==> src/rtl/mem_req_ctrl_if.sv <==
// Request/response/memory-pin bundle for mem_req_ctrl.
// The controller takes the slave view; the requester plus the memory take the master view.
interface mem_req_ctrl_if #(
    parameter int DATA_WIDTH = 2,
    parameter int ADDR_WIDTH = 2
);
    logic                  req_valid;
    logic                  req_ready;
    logic                  req_wr;
    logic [ADDR_WIDTH-1:0] req_addr;
    logic [DATA_WIDTH-1:0] req_wdata;

    logic                  rsp_valid;
    logic                  rsp_ready;
    logic [DATA_WIDTH-1:0] rsp_rdata;
    logic [ADDR_WIDTH-1:0] rsp_addr;

    logic                  mem_wr;
    logic [ADDR_WIDTH-1:0] mem_addr;
    logic [DATA_WIDTH-1:0] mem_din;
    logic [DATA_WIDTH-1:0] mem_dout;

    modport slave (
        input  req_valid, req_wr, req_addr, req_wdata, rsp_ready, mem_dout,
        output req_ready, rsp_valid, rsp_rdata, rsp_addr, mem_wr, mem_addr, mem_din
    );

    modport master (
        output req_valid, req_wr, req_addr, req_wdata, rsp_ready, mem_dout,
        input  req_ready, rsp_valid, rsp_rdata, rsp_addr, mem_wr, mem_addr, mem_din
    );
endinterface

==> src/rtl/mem_req_ctrl.sv <==
// Sequences one read/write request at a time onto a single-port synchronous memory.
// Optional statistics counters (wr_count/rd_count) are built when MEM_REQ_CTRL_STATS_EN is defined.
module mem_req_ctrl #(
    parameter int DATA_WIDTH = 2,
    parameter int ADDR_WIDTH = 2,
    parameter int CNT_WIDTH  = 8
) (
    input  logic                 clk,
    input  logic                 rst_n,
    mem_req_ctrl_if.slave        bus
`ifdef MEM_REQ_CTRL_STATS_EN
    ,
    output logic [CNT_WIDTH-1:0] wr_count,
    output logic [CNT_WIDTH-1:0] rd_count
`endif
);

    typedef enum logic [1:0] {
        IDLE  = 2'd0,
        ISSUE = 2'd1,
        CAPT  = 2'd2,
        RSP   = 2'd3
    } state_t;

    state_t                state_q;
    logic                  mem_wr_q;
    logic [ADDR_WIDTH-1:0] mem_addr_q;
    logic [DATA_WIDTH-1:0] mem_din_q;
    logic                  rsp_valid_q;
    logic [DATA_WIDTH-1:0] rsp_rdata_q;
    logic [ADDR_WIDTH-1:0] rsp_addr_q;

    if (DATA_WIDTH < 1 || ADDR_WIDTH < 1 || CNT_WIDTH < 1) begin : g_param_check
        $error("mem_req_ctrl: widths must be positive");
    end

    always_ff @(posedge clk or negedge rst_n) begin
        if (!rst_n) begin
            state_q     <= IDLE;
            mem_wr_q    <= 1'b0;
            mem_addr_q  <= '0;
            mem_din_q   <= '0;
            rsp_valid_q <= 1'b0;
            rsp_rdata_q <= '0;
            rsp_addr_q  <= '0;
        end else begin
            case (state_q)
                IDLE: begin
                    if (bus.req_valid) begin
                        mem_addr_q <= bus.req_addr;
                        mem_din_q  <= bus.req_wdata;
                        mem_wr_q   <= bus.req_wr;
                        state_q    <= ISSUE;
                    end
                end
                ISSUE: begin
                    // mem_wr_q still records the request type for this one cycle
                    mem_wr_q <= 1'b0;
                    state_q  <= mem_wr_q ? IDLE : CAPT;
                end
                CAPT: begin
                    rsp_rdata_q <= bus.mem_dout;
                    rsp_addr_q  <= mem_addr_q;
                    rsp_valid_q <= 1'b1;
                    state_q     <= RSP;
                end
                RSP: begin
                    if (bus.rsp_ready) begin
                        rsp_valid_q <= 1'b0;
                        state_q     <= IDLE;
                    end
                end
                default: state_q <= IDLE;
            endcase
        end
    end

    assign bus.req_ready = (state_q == IDLE);
    assign bus.rsp_valid = rsp_valid_q;
    assign bus.rsp_rdata = rsp_rdata_q;
    assign bus.rsp_addr  = rsp_addr_q;
    assign bus.mem_wr    = mem_wr_q;
    assign bus.mem_addr  = mem_addr_q;
    assign bus.mem_din   = mem_din_q;

`ifdef MEM_REQ_CTRL_STATS_EN
    logic [CNT_WIDTH-1:0] wr_count_q, wr_count_d;
    logic [CNT_WIDTH-1:0] rd_count_q, rd_count_d;
    logic                 wr_inc, rd_inc;

    assign wr_inc = (state_q == ISSUE) && mem_wr_q;
    assign rd_inc = (state_q == RSP) && bus.rsp_ready;

    // Saturating increments: hold at all-ones
    always_comb begin
        wr_count_d = wr_count_q;
        rd_count_d = rd_count_q;
        if (wr_inc && (wr_count_q != '1)) wr_count_d = wr_count_q + CNT_WIDTH'(1);
        if (rd_inc && (rd_count_q != '1)) rd_count_d = rd_count_q + CNT_WIDTH'(1);
    end

    always_ff @(posedge clk or negedge rst_n) begin
        if (!rst_n) begin
            wr_count_q <= '0;
            rd_count_q <= '0;
        end else begin
            wr_count_q <= wr_count_d;
            rd_count_q <= rd_count_d;
        end
    end

    assign wr_count = wr_count_q;
    assign rd_count = rd_count_q;
`endif

endmodule

==> src/flat_wrapper.sv <==
// flat-port wrapper written by rule: the top's interface ports become plain ports
module mem_req_ctrl_flat 
#(
    parameter int DATA_WIDTH = 2,
    parameter int ADDR_WIDTH = 2,
    parameter int CNT_WIDTH  = 8
)
  (clk, rst_n, bus_req_valid, bus_req_wr, bus_req_addr, bus_req_wdata, bus_rsp_ready, bus_mem_dout, bus_req_ready, bus_rsp_valid, bus_rsp_rdata, bus_rsp_addr, bus_mem_wr, bus_mem_addr, bus_mem_din);
  mem_req_ctrl_if #(.DATA_WIDTH(DATA_WIDTH), .ADDR_WIDTH(ADDR_WIDTH)) bus_i ();
  input  logic clk;
  input  logic rst_n;
  input wire logic [$bits(bus_i.req_valid)-1:0] bus_req_valid;
  input wire logic [$bits(bus_i.req_wr)-1:0] bus_req_wr;
  input wire logic [$bits(bus_i.req_addr)-1:0] bus_req_addr;
  input wire logic [$bits(bus_i.req_wdata)-1:0] bus_req_wdata;
  input wire logic [$bits(bus_i.rsp_ready)-1:0] bus_rsp_ready;
  input wire logic [$bits(bus_i.mem_dout)-1:0] bus_mem_dout;
  output wire logic [$bits(bus_i.req_ready)-1:0] bus_req_ready;
  output wire logic [$bits(bus_i.rsp_valid)-1:0] bus_rsp_valid;
  output wire logic [$bits(bus_i.rsp_rdata)-1:0] bus_rsp_rdata;
  output wire logic [$bits(bus_i.rsp_addr)-1:0] bus_rsp_addr;
  output wire logic [$bits(bus_i.mem_wr)-1:0] bus_mem_wr;
  output wire logic [$bits(bus_i.mem_addr)-1:0] bus_mem_addr;
  output wire logic [$bits(bus_i.mem_din)-1:0] bus_mem_din;
  assign bus_i.req_valid = bus_req_valid;
  assign bus_i.req_wr = bus_req_wr;
  assign bus_i.req_addr = bus_req_addr;
  assign bus_i.req_wdata = bus_req_wdata;
  assign bus_i.rsp_ready = bus_rsp_ready;
  assign bus_i.mem_dout = bus_mem_dout;
  assign bus_req_ready = bus_i.req_ready;
  assign bus_rsp_valid = bus_i.rsp_valid;
  assign bus_rsp_rdata = bus_i.rsp_rdata;
  assign bus_rsp_addr = bus_i.rsp_addr;
  assign bus_mem_wr = bus_i.mem_wr;
  assign bus_mem_addr = bus_i.mem_addr;
  assign bus_mem_din = bus_i.mem_din;
  mem_req_ctrl #(.DATA_WIDTH(DATA_WIDTH), .ADDR_WIDTH(ADDR_WIDTH), .CNT_WIDTH(CNT_WIDTH)) u_core (.clk(clk), .rst_n(rst_n), .bus(bus_i));
endmodule
==> config.mk <==
export PLATFORM = sky130hd
export DESIGN_NAME = mem_req_ctrl_flat
export DESIGN_NICKNAME = d
export VERILOG_FILES = /design/src/rtl/mem_req_ctrl_if.sv /design/src/rtl/mem_req_ctrl.sv /design/src/flat_wrapper.sv
export SDC_FILE = /design/constraint.sdc
export NUM_CORES = 1
export LEC_CHECK = 0
export BUFFER_PORTS_ARGS = -buffer_cell sky130_fd_sc_hd__buf_2
export CORE_AREA = 3 3 40 42
export CTS_CLUSTER_SIZE = 28
export DETAILED_ROUTE_END_ITERATION = 6
export DIE_AREA = 0 0 43 45
export HOLD_SLACK_MARGIN = 0.05
export SLEW_MARGIN = 20
export SYNTH_ARGS = -nofsm -noshare
export SYNTH_HDL_FRONTEND = slang
export SYNTH_SLANG_ARGS = --single-unit
==> constraint.sdc <==
create_clock -name clk -period 1.5 [get_ports clk]
set_input_delay 0 -clock clk [delete_from_list [all_inputs] [get_ports clk]]
set_output_delay 0 -clock clk [all_outputs]
set_load 0.01 [all_outputs]
Word-level counts from Yosys, hierarchy flattened --
Cells that the tools add are included.
Cells by class: reduce and logical (&&, ||, !) cells 7, equal/unequal tests 5, mux-type cells 8
Operator list (number):
- case mux 2 bit (4 select lines) | 1
- AND reduction 2 bit | 4
- two-way mux 2 bit | 3
- equality test 2 bit (second input constant) | 2
- inequality test 2 bit (second input constant) | 2
- case mux 1 bit (2 select lines) | 2
- nonzero test 2 bit | 2
- equality test 2 x 1 -> 1 bit (second input constant) | 1
- logical NOT 2 bit | 1
- two-way mux 1 bit | 2
Word-level totals: bits of input ports 11, flip-flop bits (word level) 12, output and inout port bits 11, word-level logic and storage cells 27

Depth between registers and ports, before layout --
Gate-level depths: netlist (run 1).
depth after elaboration 3, mapped depth 2, mapped depth without buffers 2

Worst setup path before layout (run 1) --
Ideal clock, no wire load.
path kind register to register, start point register u_core.state_q[0], end point register u_core.mem_addr_q[0], in the netlist u_core.bus.mem_addr[0], period minus slack after synthesis 1.218 ns, slack 0.282 ns, required time 1.375 ns, path buffers 0, library setup time 0.125 ns, cell stages (with the launch flop) 3, arrival 1.094 ns, path through dfrtp_1 > nor3b_4 > mux2_2
Between the ends: word-level cells in the longest chain between the ends 2
Ends and longest elaborated chain:
- start, declared | line mem_req_ctrl.sv:25 | state_t state_q;
- start signal, assigned | line mem_req_ctrl.sv:59 | state_q <= mem_wr_q ? IDLE : CAPT;
- logical NOT 2 bit | line mem_req_ctrl.sv:47 | case (state_q)
- AND reduction 2 bit (no source line)
- end signal, assigned | line mem_req_ctrl.sv:50 | mem_addr_q <= bus.req_addr;
- end, declared | line mem_req_ctrl.sv:27 | logic [ADDR_WIDTH-1:0] mem_addr_q;
Every way passes these cells. A chain may end at the register's enable or synchronous reset.

==> flow_summary.ini, run 1 <==
[run_status]
status = complete, no violations

[clocking]
numCtsBuffers = 3
cts_setup_buffers = 0
cts_htree_levels = 1
clock_latency_ps = 270
clk_path_buf_depth = 2
path_clk_slew_ps = 70
cts_tree = done
cts_num_sinks = 12
clockRootBuffer = clkbuf_4

[synthesis]
synth_cells = 33
synth_compound_area_frac = 0.0718
synth-xor-area-share = 0
ys_seq_elements = 12
yosysWarnings = 0
muxShareOfSynthArea = 0.185
synth-seq-area-share = 0.615
synth-simple-area-share = 0.121
netlist.area_leader.share = 0.615
syn-cell-area_um2 = 488
syn_nets = 44
synth_top_family_by_area = multiplexers
yosysTopAreaCell = dfrtp_1
syn_avg_cell_area_um2 = 14.8
synth-adder-area-share = 0
ys_types = 14
synth_area_leaders = dfrtp_1, mux2_2, nor3b_4

[worst_setup_path]
end_kind = flip-flop
critical_path.top_delay_family = buffers and inverters
crit_chain = nor2_1, o22ai_1, dlygate4sd3_1
cp_max_fo = 8
worst-setup-path-type = flip-flop to flip-flop
critPathRequiredTime_ps = 1650
crit_buf_inv = 1
r2r_slack_ps = 130
reg2reg_depth = 3
start_kind = flip-flop
r2r_end = u_core.state_q[0]
max_stage_delay_ps = 580
cp.arrival_ps = 1520
crit_slowest_cell = dlygate4sd3_1

[timing]
fin_ws_ps = 134
setup_viol = 0
fin_worst_hold_slack_ps = 133
hold_viol = 0
finalCritPeriodShare = 0.911
slew_viol_final = 0
relSlewSlack = 0.801
setup_tns_ps = 0
finClkSkew_ps = 3.55
min_period_ps = 1370
tightest_slew_ps = 299
rsz0062_at_grt = false
max_freq_mhz = 732

[floorplan]
die_area_mm2 = 0.00194
initial_utilization = 0.380
core_mm2 = 0.00128
num_rows = 13
ios = 22
fp.dieW_um = 43
die_h_um = 45

[layout]
n_antenna_cell = 0
seq_area_um2 = 302
fin_area_um2 = 736
drive_above_1_share = 0.537
num-fill-cells = 116
area_growth_pct = 50.8
layout.nets = 80
multi_input_area_um2 = 184

[placement]
gp_congestion = 0.736
place_area_um2 = 612
port_buffers = 21
pre_cts_ws_ps = 166
hpwl_um = 734

[routing]
totalWireLength_um = 1020
route.vias.total = 375
drt_iter0_markers = 2
via_per_inst = 4.57
drtPass1Iterations = 2
drc = 0
wl_per_cell_um = 12.5
ant_nets = 0

[global_routing]
grt_max_degree = 13
grt_util_all_layers = 0.142
grt_pass1_vias = 411
antenna_found_initial = 0
grt_pass1_wl_um = 1890
use_met2 = 0.207
globalRoute.totalOverflow = 0
use_met3 = 0.0757
use_met1 = 0.180
grt.busiest_layer = met2

[power]
ir_worst_vdd_mv = 0.993
pwr_density_cell_mw_per_mm2 = 1920
leakagePower_nw = 0.369

[flow_run]
drv_cap = 0

[min_path]
hold_path.class = primary input to asynchronous set/reset pin
Yosys cell counts:
| cell | number |
|---|---|
| mux2_2 | 8 |
| a21oi_1 | 1 |
| nor2_1 | 2 |
| inv_1 | 1 |
| nand2_1 | 1 |
| o22ai_1 | 1 |
| a22o_1 | 1 |
| nor2b_4 | 1 |
| a21o_1 | 1 |
| nor3b_4 | 1 |
| o21bai_1 | 1 |
| and3_2 | 1 |
| or2b_1 | 1 |
| dfrtp_1 | 12 |
where the power goes:
part	switching [W]	internal (W)
Sequential	0.000142	0.000491
Clock	0.0000959	0.0000928
Combinational	0.000242	0.000346
metal layers:
layer  wire length [µm]  vias to the layer above  part of all wire
met2                491                       15              0.48
li1                   -                      186                 -
met5                  0                        -                 0
met1                454                      174              0.44
met3                 76                        0             0.074
met4                  0                        0                 0
kinds of logic (layout without fill, tap and decap cells):
group,after synthesis,after routing
DFF,12,12
AOI/OAI and AO/OA,5,5
buffers and inverters,1,35
muxes,8,8
and+or+nand+nor,7,7
state kept, by name (all words and copies together), names as in the netlist, named ones only:
signal,cells
u_core.bus.mem_addr,2
u_core.bus.mem_din,2
u_core.bus.rsp_addr,2
u_core.bus.rsp_rdata,2
u_core.bus.mem_wr,1
u_core.bus.rsp_valid,1
u_core.state_q,1
how the worst max path moves through the flow:
stage                            from                     end  slack (ps)  cells past startpoint
floorplan           u_core.state_q[0]  u_core.bus.mem_addr[0]         280                      2
global placement    u_core.state_q[0]   u_core.bus.mem_din[1]         220                      2
detailed placement  u_core.state_q[0]   u_core.bus.mem_din[1]         170                      2
CTS                         flip-flop       u_core.state_q[0]         120                      3
global route                flip-flop       u_core.state_q[0]          90                      3
finish                      flip-flop       u_core.state_q[0]         130                      3
per-stage QoR:
stage	cells	utilization	power, W
global placement	69	0.476	0.00118
floorplan	33	-	0.000969
CTS	82	0.572	0.00143
detailed placement	69	0.476	0.00120
global route	82	0.573	0.00155
finish	82	0.573	0.00141
area by class of cell:
class	count	area share
timing repair buffer	31	0.279
sequential	12	0.410
clock buffer	3	0.0306
multi-input combinational	20	0.250
tap	15	0.0255
inverter	1	0.00510
placed cells by master (no fill, tap or decap), types with 2 or more instances in the layout:
master / count
buf_2: 21
clkbuf_4: 3
nor2_1: 2
dlygate4sd3_1: 10
dfrtp_1: 11
mux2_2: 8
repair_timing:
item / 4_1_cts / 5_1_grt
hold buffers: 10 / 0
resized for setup: 0 / 1
hold endpoints to repair: 21 / 0
endpoints found under the setup margin: 0 / 1
(Power assumes the default switching activity.)
==> run 2: changes to the inputs <==
--- a/config.mk
+++ b/config.mk
@@ -5,12 +5,15 @@
 export SDC_FILE = /design/constraint.sdc
 export NUM_CORES = 1
 export LEC_CHECK = 0
-export BUFFER_PORTS_ARGS = -buffer_cell sky130_fd_sc_hd__buf_2
+export CELL_PAD_IN_SITES_DETAIL_PLACEMENT = 0
+export CELL_PAD_IN_SITES_GLOBAL_PLACEMENT = 1
 export CORE_AREA = 3 3 40 42
 export CTS_CLUSTER_SIZE = 28
 export DETAILED_ROUTE_END_ITERATION = 6
 export DIE_AREA = 0 0 43 45
+export DONT_BUFFER_PORTS = 1
 export HOLD_SLACK_MARGIN = 0.05
+export PLACE_DENSITY_LB_ADDON = 0.1
 export SLEW_MARGIN = 20
 export SYNTH_ARGS = -nofsm -noshare
 export SYNTH_HDL_FRONTEND = slang
==> constraint.sdc (replaced) <==
create_clock -name clk -period 1.5 [get_ports clk]
set_input_delay 0.075 -clock clk [delete_from_list [all_inputs] [get_ports clk]]
set_output_delay 0.075 -clock clk [all_outputs]
set_load 0.01 [all_outputs]
==> flow_summary.ini, run 2 (synthesized netlist as in run 1, its figures left out) <==
[worst_setup_path]
cp_max_fo = 8
reg2reg_depth = 3
crit_slowest_cell = dlygate4sd3_1
end_kind = flip-flop
critPathRequiredTime_ps = 1650
start_kind = flip-flop
r2r_end = u_core.state_q[0]
critical_path.top_delay_family = buffers and inverters
max_stage_delay_ps = 580
cp.arrival_ps = 1510
crit_chain = nor2_1, o22ai_1, dlygate4sd3_1
r2r_slack_ps = 140
worst-setup-path-type = flip-flop to flip-flop
crit_buf_inv = 1

[layout]
drive_above_1_share = 0.340
postLayoutCoreUtil = 0.501
n_antenna_cell = 0
layout.nets = 59
area_growth_pct = 32.1
layout_commonest_cell = dfrtp_1
fin_area_um2 = 644
layout_common_cells = dfrtp_1, dlygate4sd3_1, mux2_2

[flow_run]
drv_cap = 0

[clocking]
cts_num_sinks = 12
numCtsBuffers = 3
clk_path_buf_depth = 2
path_clk_slew_ps = 70
cts_htree_levels = 1
cts_setup_buffers = 0
cts_tree = done
clock_latency_ps = 270
clockRootBuffer = clkbuf_4

[routing]
met2_length_um = 461
drc = 0
wl_per_cell_um = 14.5
ant_nets = 0
totalWireLength_um = 901
drt_iter0_markers = 3
top_layer_used = met4
drtPass1Iterations = 2
via_per_inst = 5.10
route.vias.total = 316
drt-met1-wl_um = 309
wl_met3_um = 112

[timing]
fin_worst_hold_slack_ps = 79.9
rsz0062_at_grt = false
setup_viol = 0
relSlewSlack = 0.642
hold_viol = 0
max_freq_mhz = 738
finalCritPeriodShare = 0.904
tightest_slew_ps = 535
min_period_ps = 1360
slew_viol_final = 0
setup_tns_ps = 0
finClkSkew_ps = 0.459

[global_routing]
globalRoute.totalOverflow = 0
grt_pass1_vias = 339
grt_pass1_wl_um = 1610
antenna_found_initial = 0
grt_max_degree = 13
grt_util_all_layers = 0.117

[power]
switching_share = 0.339
ir_worst_vdd_mv = 1.02
switchingPower_w = 0.000452
pwr_density_cell_mw_per_mm2 = 2070
leakagePower_nw = 0.290
clockPowerShare = 0.187
p_int_w = 0.000880
seqPwrFrac = 0.542
pwr-share-comb = 0.272

[run_status]
status = complete, no violations

[min_path]
hold_path.class = primary input to flip-flop
min_path_cells = 2
hold_start = bus_req_valid
hold_path_end = u_core.bus.mem_wr

[floorplan]
fp.dieW_um = 43
initial_utilization = 0.380
ios = 22
core_mm2 = 0.00128
die_area_mm2 = 0.00194
num_rows = 13
die_h_um = 45

[placement]
place_area_um2 = 507
gp_congestion = 0.612
port_buffers = 0
-- run 2: changes by cell type in the layout (fill, tap and decap cells not counted) --
cell / delta
buf_2: -21
clkbuf_8: +1
-- run 2: worst max path at each step --
| stage | start | to | slack [ps] | depth (start not counted) |
|---|---|---|---|---|
| 6_report | flip-flop | u_core.state_q[0] | 140 | 3 |
| 4_1_cts | flip-flop | u_core.state_q[0] | 120 | 3 |
| 3_5_place_dp | u_core.state_q[0] | u_core.bus.mem_addr[0] | 180 | 2 |
| 3_3_place_gp | u_core.state_q[0] | u_core.bus.mem_addr[1] | 230 | 2 |
| 5_1_grt | flip-flop | u_core.state_q[0] | 90 | 3 |
| 2_1_floorplan | u_core.state_q[0] | u_core.bus.mem_addr[0] | 280 | 2 |
-- run 2: timing repair --
item / in CTS / in global routing
hold buffers: 10 / 0
endpoints found under the hold margin: 22 / 0
gates resized for setup: 0 / 1
setup endpoints to repair: 0 / 1
-- run 2: final cells by class --
cell class | instances | area (µm²)
inverters | 1 | 3.75
clock buffers | 4 | 36.3
well taps | 15 | 18.8
multi-input cells | 20 | 184
fillers | 120 | 641
repair buffers | 10 | 100
flip-flops and latches | 12 | 302
-- run 2: per-layer routing --
| layer | GRT usage | vias to the layer above |
|---|---|---|
| met3 | 0.0637 | 4 |
| met1 | 0.134 | 151 |
| li1 | - | 145 |
| met4 | 0.0542 | 0 |
| met2 | 0.180 | 16 |
| met5 | 0 | - |
-- run 2: metrics by stage --
stage	cells	worst slack, ps	power [W]
finish	62	145	0.00133
global route	62	91.7	0.00145
CTS	62	120	0.00135
detailed placement	48	175	0.00106
global placement	48	229	0.00103
floorplan	33	282	0.000969
-- run 2: power by group through the flow --
stage | combinational (W) | sequential (W) | clock (W)
6_report | 0.000362 | 0.000721 | 0.000248
5_1_grt | 0.000414 | 0.000754 | 0.000278
4_1_cts | 0.000368 | 0.000726 | 0.000260
3_5_place_dp | 0.000322 | 0.000734 | 0
3_3_place_gp | 0.000307 | 0.000721 | 0
2_1_floorplan | 0.000284 | 0.000684 | 0
-- run 2: worst register-to-register path: cells and delay by family (launching register included) --
kind | cells | cell delay (ps)
AOI/OAI and AO/OA | 1 | 80
buffers and inverters | 1 | 580
and+or+nand+nor | 1 | 120
DFF | 1 | 460
==> run 3: changes to the inputs <==
--- a/config.mk
+++ b/config.mk
@@ -13,8 +13,10 @@
 export DIE_AREA = 0 0 43 45
 export DONT_BUFFER_PORTS = 1
 export HOLD_SLACK_MARGIN = 0.05
+export MAX_ROUTING_LAYER = met4
 export PLACE_DENSITY_LB_ADDON = 0.1
 export SLEW_MARGIN = 20
 export SYNTH_ARGS = -nofsm -noshare
 export SYNTH_HDL_FRONTEND = slang
 export SYNTH_SLANG_ARGS = --single-unit
+export TNS_END_PERCENT = 50
==> flow_summary.ini, run 3 (synthesized netlist as in run 1, its figures left out) <==
[routing]
ant_nets = 0
drt-met1-wl_um = 309
top_layer_used = met4
drtPass1Iterations = 2
drc = 0
wl_met3_um = 112
wl_per_cell_um = 14.5
totalWireLength_um = 901
met2_length_um = 461
drt_iter0_markers = 3
via_per_inst = 5.10
route.vias.total = 316

[timing]
rsz0062_at_grt = false
finClkSkew_ps = 0.460
slew_viol_final = 0
max_freq_mhz = 738
hold_viol = 0
finalCritPeriodShare = 0.904
min_period_ps = 1360
setup_tns_ps = 0
setup_viol = 0
relSlewSlack = 0.642
tightest_slew_ps = 535

[global_routing]
grt_max_degree = 13
grt_util_all_layers = 0.120
globalRoute.totalOverflow = 0
grt_pass1_wl_um = 1610
grt_pass1_vias = 338
antenna_found_initial = 0

[layout]
drive_above_1_share = 0.340
n_antenna_cell = 0
layout_common_cells = dfrtp_1, dlygate4sd3_1, mux2_2
area_growth_pct = 32.1
layout.nets = 59
num-fill-cells = 120
layout_commonest_cell = dfrtp_1
stdcell_count = 62

[power]
pwr_density_cell_mw_per_mm2 = 2070
ir_worst_vdd_mv = 1.03
leakagePower_nw = 0.290

[clocking]
numCtsBuffers = 3
clk_path_buf_depth = 2
cts_num_sinks = 12
cts_tree = done
cts_htree_levels = 1
path_clk_slew_ps = 70
clockRootBuffer = clkbuf_4
clock_latency_ps = 270

[worst_setup_path]
cp.arrival_ps = 1510
critPathRequiredTime_ps = 1650
crit_path_end = u_core.state_q[0]
r2r_slack_ps = 140
worst-setup-path-type = flip-flop to flip-flop
r2r_end = u_core.state_q[0]
end_kind = flip-flop
reg2reg_depth = 3
start_kind = flip-flop
cp_max_fo = 8

[run_status]
status = complete, no violations

[floorplan]
fp.dieW_um = 43
die_area_mm2 = 0.00194
die_h_um = 45
core_mm2 = 0.00128
ios = 22
num_rows = 13
initial_utilization = 0.380

[flow_run]
drv_cap = 0

[placement]
port_buffers = 0
gp_congestion = 0.617
dp.cells = 48

[min_path]
hold_path.class = primary input to flip-flop
==> run 3: cell counts in the layout (fill, tap and decap cells not counted) <==
Identical to the previous run, type by type.
==> run 3: area by class of cell <==
type / count / area [µm²] / share of cell area
Tap cell: 15 / 18.8 / 0.0291
Multi-Input combinational cell: 20 / 184 / 0.285
Inverter: 1 / 3.75 / 0.00583
Clock buffer: 4 / 36.3 / 0.0563
Timing Repair Buffer: 10 / 100 / 0.155
Sequential cell: 12 / 302 / 0.468
==> run 3: what timing repair did <==
action | CTS | global route
setup endpoints to repair | 0 | 1
resized for setup | 0 | 1
buffers inserted | 0 | 0
hold buffers | 10 | 0
hold endpoints to repair | 22 | 0
==> run 3: worst max-delay path, cell delays in order, from the launching register on <==
cell           delay, ps
dfrtp_2              460
nor2_1               120
o22ai_1               80
dlygate4sd3_1        580
==> run 3: routing by layer <==
metal	vias to the layer above	track usage
met5	-	-
met4	0	0.0542
met3	4	0.0637
met2	16	0.180
met1	151	0.134
li1	145	-
==> run 3: how the worst min path moves through the flow <==
stage,slack [ps],end,cells after the start,from
6_report,80,u_core.bus.mem_wr,2,bus_req_valid
5_1_grt,120,u_core.bus.mem_wr,2,bus_req_valid
4_1_cts,80,u_core.bus.mem_wr,2,bus_req_valid
3_5_place_dp,-220,u_core.bus.rsp_valid,0,rst_n
3_3_place_gp,-220,asynchronous set/reset pin,0,rst_n
2_1_floorplan,-220,asynchronous set/reset pin,0,rst_n
==> run 3: where the power goes <==
| part | total [W] | internal, W | switching (W) |
|---|---|---|---|
| Sequential | 0.000721 | 0.000492 | 0.000230 |
| Combinational | 0.000362 | 0.000241 | 0.000121 |
| Clock | 0.000249 | 0.000147 | 0.000101 |
| Total | 0.00133 | 0.000880 | 0.000452 |
==> run 3: per-stage QoR <==
stage               instance area, µm²  utilization  setup slack (ps)  total power (W)  hold slack (ps)
floorplan                          488            -               282         0.000969             -221
CTS                                643        0.500               120          0.00135             75.0
global placement                   507        0.394               229          0.00103             -220
detailed placement                 507        0.394               175          0.00106             -220
global route                       644        0.501              91.7          0.00145              125
finish                             644        0.501               145          0.00133             79.7
